File: src/rtl/serial_adder_if.sv
// Request/result bundle between a requester and the bit-serial adder.
interface serial_adder_if #(
    parameter int unsigned WIDTH = 8
);
    logic             start;
    logic [WIDTH-1:0] a;
    logic [WIDTH-1:0] b;
    logic             c_in;
    logic             busy;
    logic             done;
    logic [WIDTH-1:0] sum;
    logic             c_out;

    modport master (
        output start, a, b, c_in,
        input  busy, done, sum, c_out
    );

    modport slave (
        input  start, a, b, c_in,
        output busy, done, sum, c_out
    );
endinterface

File: src/rtl/serial_adder.sv
// Bit-serial adder: one full-adder slice, operands shifted LSB-first, carry
// held in a flop between bits. Result appears WIDTH cycles after start.

// Single-bit full adder slice.
module one_bit_adder (
    input  logic a,
    input  logic b,
    input  logic c_in,
    output logic sum,
    output logic c_out
);
    assign sum   = a ^ b ^ c_in;
    assign c_out = (a & b) | (c_in & (a ^ b));
endmodule

module serial_adder #(
    parameter int unsigned WIDTH = 8
) (
    input  logic          clk,
    input  logic          rst,
    serial_adder_if.slave bus
);
    localparam int unsigned CW = $clog2(WIDTH) + 1;

    typedef enum logic [1:0] {
        IDLE,
        SHIFT,
        DONE
    } state_t;

    state_t           state_q, state_d;
    logic [WIDTH-1:0] a_sr_q, a_sr_d;
    logic [WIDTH-1:0] b_sr_q, b_sr_d;
    logic [WIDTH-1:0] res_sr_q, res_sr_d;
    logic             carry_q, carry_d;
    logic [CW-1:0]    cnt_q, cnt_d;
    logic [WIDTH-1:0] sum_q, sum_d;
    logic             c_out_q, c_out_d;

    logic             fa_sum;
    logic             fa_cout;
    logic [WIDTH-1:0] res_next;

    one_bit_adder u_slice (
        .a     (a_sr_q[0]),
        .b     (b_sr_q[0]),
        .c_in  (carry_q),
        .sum   (fa_sum),
        .c_out (fa_cout)
    );

    // Next-state, datapath shifting and result capture.
    always_comb begin
        state_d  = state_q;
        a_sr_d   = a_sr_q;
        b_sr_d   = b_sr_q;
        res_sr_d = res_sr_q;
        carry_d  = carry_q;
        cnt_d    = cnt_q;
        sum_d    = sum_q;
        c_out_d  = c_out_q;

        // Shift-then-insert form covers WIDTH=1 without a zero-width slice.
        res_next            = res_sr_q >> 1;
        res_next[WIDTH-1]   = fa_sum;

        case (state_q)
            IDLE, DONE: begin
                if (bus.start) begin
                    a_sr_d   = bus.a;
                    b_sr_d   = bus.b;
                    carry_d  = bus.c_in;
                    cnt_d    = '0;
                    res_sr_d = '0;
                    state_d  = SHIFT;
                end else begin
                    state_d  = IDLE;
                end
            end
            SHIFT: begin
                a_sr_d   = a_sr_q >> 1;
                b_sr_d   = b_sr_q >> 1;
                res_sr_d = res_next;
                carry_d  = fa_cout;
                cnt_d    = cnt_q + CW'(1);
                if (cnt_q == CW'(WIDTH - 1)) begin
                    sum_d   = res_next;
                    c_out_d = fa_cout;
                    state_d = DONE;
                end
            end
            default: state_d = IDLE;
        endcase
    end

    // State and datapath registers, cleared asynchronously.
    always_ff @(posedge clk or posedge rst) begin
        if (rst) begin
            state_q  <= IDLE;
            a_sr_q   <= '0;
            b_sr_q   <= '0;
            res_sr_q <= '0;
            carry_q  <= 1'b0;
            cnt_q    <= '0;
            sum_q    <= '0;
            c_out_q  <= 1'b0;
        end else begin
            state_q  <= state_d;
            a_sr_q   <= a_sr_d;
            b_sr_q   <= b_sr_d;
            res_sr_q <= res_sr_d;
            carry_q  <= carry_d;
            cnt_q    <= cnt_d;
            sum_q    <= sum_d;
            c_out_q  <= c_out_d;
        end
    end

    assign bus.busy  = (state_q == SHIFT);
    assign bus.done  = (state_q == DONE);
    assign bus.sum   = sum_q;
    assign bus.c_out = c_out_q;
endmodule

File: src/flat_wrapper.sv
// flat-port wrapper written by rule: the top's interface ports become plain ports
module serial_adder_flat 
#(
    parameter int unsigned WIDTH = 8
)
  (clk, rst, bus_start, bus_a, bus_b, bus_c_in, bus_busy, bus_done, bus_sum, bus_c_out);
  serial_adder_if #(.WIDTH(WIDTH)) bus_i ();
  input  logic clk;
  input  logic rst;
  input wire logic [$bits(bus_i.start)-1:0] bus_start;
  input wire logic [$bits(bus_i.a)-1:0] bus_a;
  input wire logic [$bits(bus_i.b)-1:0] bus_b;
  input wire logic [$bits(bus_i.c_in)-1:0] bus_c_in;
  output wire logic [$bits(bus_i.busy)-1:0] bus_busy;
  output wire logic [$bits(bus_i.done)-1:0] bus_done;
  output wire logic [$bits(bus_i.sum)-1:0] bus_sum;
  output wire logic [$bits(bus_i.c_out)-1:0] bus_c_out;
  assign bus_i.start = bus_start;
  assign bus_i.a = bus_a;
  assign bus_i.b = bus_b;
  assign bus_i.c_in = bus_c_in;
  assign bus_busy = bus_i.busy;
  assign bus_done = bus_i.done;
  assign bus_sum = bus_i.sum;
  assign bus_c_out = bus_i.c_out;
  serial_adder #(.WIDTH(WIDTH)) u_core (.clk(clk), .rst(rst), .bus(bus_i));
endmodule
File: config.mk
export PLATFORM = sky130hd
export DESIGN_NAME = serial_adder_flat
export DESIGN_NICKNAME = d
export VERILOG_FILES = /design/src/rtl/serial_adder_if.sv /design/src/rtl/serial_adder.sv /design/src/flat_wrapper.sv
export SDC_FILE = /design/constraint.sdc
export NUM_CORES = 1
export LEC_CHECK = 0
export ABC_AREA = 1
export CAP_MARGIN = 5
export CORE_ASPECT_RATIO = 1.25
export CORE_MARGIN = 2
export CORE_UTILIZATION = 25
export CTS_BUF_LIST = sky130_fd_sc_hd__clkbuf_8
export CTS_CLUSTER_DIAMETER = 50
export DETAILED_ROUTE_END_ITERATION = 10
export PLACE_DENSITY = 0.45
export SLEW_MARGIN = 20
export SYNTH_ARGS = -nofsm -noshare
export SYNTH_HDL_FRONTEND = slang
export SYNTH_SLANG_ARGS = --single-unit
export TNS_END_PERCENT = 20
File: constraint.sdc
create_clock -name clk -period 1.49 [get_ports clk]
set_input_delay 0.149 -clock clk [delete_from_list [all_inputs] [get_ports clk]]
set_output_delay 0.149 -clock clk [all_outputs]
set_load 0.02 [all_outputs]
==> tab_implementation.tex <==
\begin{tabular}{lr}
\hline
Metric & Value \\
\hline
\multicolumn{2}{l}{\textbf{Cells and area}} \\
Sequential cell area in the final layout & 976 um\^{}2 \\
Fraction of layout instances using a drive strength above 1 & 7.48\% \\
Number of inserted diodes & 0 \\
Fill cell instance count of the final layout & 798 \\
Synthesis-to-finish area growth & 29.5\% \\
Final Util & 32.9\% \\
Final Net Count & 277 \\
Area occupied by multi-input gates & 617 um\^{}2 \\
\multicolumn{2}{l}{\textbf{Synthesis}} \\
Sequential cell area fraction in the yosys report & 55.8\% \\
Post-synthesis cell type count & 18 \\
Net count of the mapped netlist & 239 \\
Post-synthesis sequential element count & 39 \\
Synthesized netlist cell count & 217 \\
Post-synthesis instance area & 1750 um\^{}2 \\
Avg Cell Area, Syn & 8.07 um\^{}2 \\
Number of warnings reported in the yosys synthesis log & 0 \\
\multicolumn{2}{l}{\textbf{Worst setup path}} \\
Worst Setup SP & u\_core.bus.sum[7] \\
Crit Path Category & flop to primary output \\
Crit-path max FO & 2 \\
WP data arrival & 1.24 ns \\
Data required, critical path & 1.34 ns \\
Number of buffer and inverter instances along the worst setup path & 1 \\
Delay-heaviest family, CP & buffers and inverters \\
Reg2Reg Setup Slack & 0.20 ns \\
Depth of the worst register-to-register path & 6 \\
CP max-delay cell & sky130\_fd\_sc\_hd\_\_clkdlybuf4s50\_1 \\
Destination of the worst register-to-register timing path & u\_core.bus.sum[2] \\
Reg2reg start & u\_core.cnt\_q[0] \\
Endpoint class of the critical path & primary output \\
Largest stage delay on the critical path & 0.61 ns \\
Startpoint kind of the worst setup timing path & flop \\
CP cell instances & clkdlybuf4s50\_1 \\
\multicolumn{2}{l}{\textbf{Power and ir drop}} \\
Power density normalized to cell area & 1960 nW/um\^{}2 \\
Static leakage & 1.19 nW \\
Worst IR drop on VDD & 0.000597 V \\
\multicolumn{2}{l}{\textbf{Floorplan}} \\
DIE WIDTH & 78.8 um \\
Top-level I/O count & 31 \\
Initial cell density of the core & 25.4\% \\
Die area & 7690 um\^{}2 \\
Core Footprint & 6890 um\^{}2 \\
Overall die height & 97.6 um \\
Std-Cell Rows & 34 \\
\multicolumn{2}{l}{\textbf{Routing}} \\
Residual DRC count & 0 \\
Detailed-router iteration count before antenna repair & 4 \\
Total length of routed wires & 3.52 mm \\
Post-route ant nets & 0 \\
Total via count after detailed routing & 1356 \\
Vias per inst & 3.94 \\
Post-DR wirelength/cell & 10.2 um \\
Detailed Route Iter0 Violations & 32 \\
\multicolumn{2}{l}{\textbf{Global route}} \\
Wire length of the first global-routing pass & 6.27 mm \\
Number of global-route vias before repair & 1384 \\
Total track usage & 10.5\% \\
Maximum number of pins on one net before global-route repair & 40 \\
Remaining global-route overflow & 0 \\
Antenna violations before repair & 0 \\
\multicolumn{2}{l}{\textbf{Timing}} \\
Unrepaired setup endpoints after global routing & no \\
Setup Total Neg Slack & 0 ns \\
Tightest Pin Transition & 0.397 ns \\
Shortest clock period the worst path allows after layout & 1.39 ns \\
Final Setup Violations & 0 \\
Relative slew slack & 73.5\% \\
Max Freq & 0.719 GHz \\
Number of pins with negative max-slew slack in the final report & 0 \\
Setup skew after layout & 0.00653 ns \\
Portion of the clock cycle consumed by the worst path in the final layout & 93.4\% \\
Count of endpoints failing hold in the final timing report & 0 \\
\multicolumn{2}{l}{\textbf{Clock network}} \\
CTS clk-pin slew, worst paths & 0.07 ns \\
Number of H-tree levels & 2 \\
Insertion delay of the later-clocked pin in the worst-skew pair & 0.28 ns \\
Clock Root Buffer & sky130\_fd\_sc\_hd\_\_clkbuf\_8 \\
Number of buffers created by CTS & 5 \\
CTS tree & built \\
Maximum clock path buffer count & 2 \\
Hold-fix buffers at CTS & 0 \\
Clock sink count & 39 \\
\multicolumn{2}{l}{\textbf{Hold path}} \\
Worst hold path class & input port to asynchronous set/reset pin \\
\multicolumn{2}{l}{\textbf{Outcome}} \\
Result of the run & completed \\
\multicolumn{2}{l}{\textbf{Place}} \\
Input/output buffers & 30 \\
Weighted congestion at the end of routability-driven global placement & 0.710 \\
Detailed-placement wirelength estimate & 2.34 mm \\
\multicolumn{2}{l}{\textbf{Job}} \\
Max capacitance violation total & 0 \\
\hline
\end{tabular}
## state kept, by name (all words and copies together) (netlist names)
| register | cells |
|---|---|
| u_core.res_sr_q | 7 |
| u_core.bus.c_out | 1 |
| u_core.b_sr_q | 8 |
| u_core.carry_q | 1 |
| u_core.bus.sum | 8 |
| u_core.a_sr_q | 8 |
| u_core.state_q | 2 |
| u_core.cnt_q | 4 |
## per-layer routing
metal | part of all wire [%] | global-route usage (%) | vias up | wire (um)
li1 | - | - | 716 | -
met3 | 4.4 | 3.62 | 5 | 154
met2 | 46 | 17.6 | 27 | 1610
met4 | 1.3 | 3.58 | 0 | 44
met1 | 49 | 12.5 | 608 | 1710
met5 | 0 | 0 | - | 0
## where the power goes
part | switching, W | internal, W | total [W]
Sequential | 0.000284 | 0.00154 | 0.00182
Combinational | 0.00113 | 0.000862 | 0.00199
Clock | 0.000332 | 0.000305 | 0.000637
Total | 0.00174 | 0.00270 | 0.00444
## how the worst max path moves through the flow
stage / end / cells past startpoint
after floorplan: u_core.cnt_q[2] / 4
after global placement: bus_busy / 4
after detailed placement: bus_busy / 4
after CTS: bus_sum[7] / 1
after global routing: u_core.bus.sum[2] / 6
final: bus_sum[7] / 1
## cell usage in the layout (no fill, tap or decap), types with 2 or more instances in the layout
cell / synthesis / layout
sky130_fd_sc_hd__inv_2: 2 / 2
sky130_fd_sc_hd__o21ai_0: 2 / 2
sky130_fd_sc_hd__dfrtp_1: 39 / 39
sky130_fd_sc_hd__inv_1: 27 / 28
sky130_fd_sc_hd__nand2_4: 2 / 2
sky130_fd_sc_hd__nand2_1: 119 / 119
sky130_fd_sc_hd__nor2_1: 3 / 3
sky130_fd_sc_hd__dlygate4sd2_1: 0 / 2
sky130_fd_sc_hd__nor2_2: 2 / 2
sky130_fd_sc_hd__clkbuf_8: 0 / 5
sky130_fd_sc_hd__buf_4: 2 / 3
sky130_fd_sc_hd__nand3_1: 4 / 4
sky130_fd_sc_hd__o22ai_1: 6 / 6
sky130_fd_sc_hd__clkdlybuf4s50_1: 0 / 28
sky130_fd_sc_hd__buf_12: 0 / 3
## stage by stage
stage	area [um^2]	std cells	hold slack [ns]	total power (W)	worst slack (ns)
2_1_floorplan	1750	217	0.266	0.00320	0.369
3_3_place_gp	2200	338	0.451	0.00387	0.166
3_5_place_dp	2200	338	0.460	0.00389	0.162
4_1_cts	2270	344	0.227	0.00455	0.0741
5_1_grt	2270	344	0.234	0.00494	0.0108
6_report	2270	344	0.216	0.00444	0.0985
## cells in the mapped netlist
master | number | share of area (%)
sky130_fd_sc_hd__nand2_1 | 119 | 26
sky130_fd_sc_hd__buf_4 | 2 | 0.86
sky130_fd_sc_hd__nor2_1 | 3 | 0.64
sky130_fd_sc_hd__a21oi_1 | 1 | 0.29
sky130_fd_sc_hd__nand3_1 | 4 | 1.1
sky130_fd_sc_hd__ha_1 | 1 | 0.71
sky130_fd_sc_hd__o22ai_1 | 6 | 2.1
sky130_fd_sc_hd__or2_2 | 1 | 0.36
sky130_fd_sc_hd__buf_6 | 3 | 1.9
sky130_fd_sc_hd__nor2_2 | 2 | 0.71
sky130_fd_sc_hd__inv_2 | 2 | 0.43
sky130_fd_sc_hd__nand2_2 | 1 | 0.36
sky130_fd_sc_hd__nand2_4 | 2 | 1.3
sky130_fd_sc_hd__o21ai_0 | 2 | 0.57
sky130_fd_sc_hd__inv_1 | 27 | 5.8
sky130_fd_sc_hd__fa_1 | 1 | 1.1
sky130_fd_sc_hd__dfrtp_1 | 39 | 56
sky130_fd_sc_hd__nand4_1 | 1 | 0.36
## worst reg2reg max path: cells and delay by family, from the launching register on
family | cells | cell delay (ns)
and+or+nand+nor | 5 | 0.54
DFF | 1 | 0.42
adders and majority gates | 1 | 0.21
## area by class of cell
class	instances	area share, %
multi-input combinational	144	27.2
timing repair buffer	36	16.8
clock inverter	1	0.166
inverter	29	4.80
tap	90	4.97
clock buffer	5	3.04
sequential	39	43.0
## timing repair
item,in CTS,in global routing
gates resized for setup,2,0
setup endpoints to repair,2,0
buffers inserted,0,0
## kinds of logic (layout without fill, tap and decap cells)
family / count (synthesis) / in the layout / synth area share, %
simple gates: 133 / 133 / 30.4
buf+inv: 34 / 71 / 9.01
flops: 39 / 39 / 55.8
fa+ha+maj: 2 / 2 / 1.86
compound gates: 9 / 9 / 3.00
(Power assumes the default switching activity.)
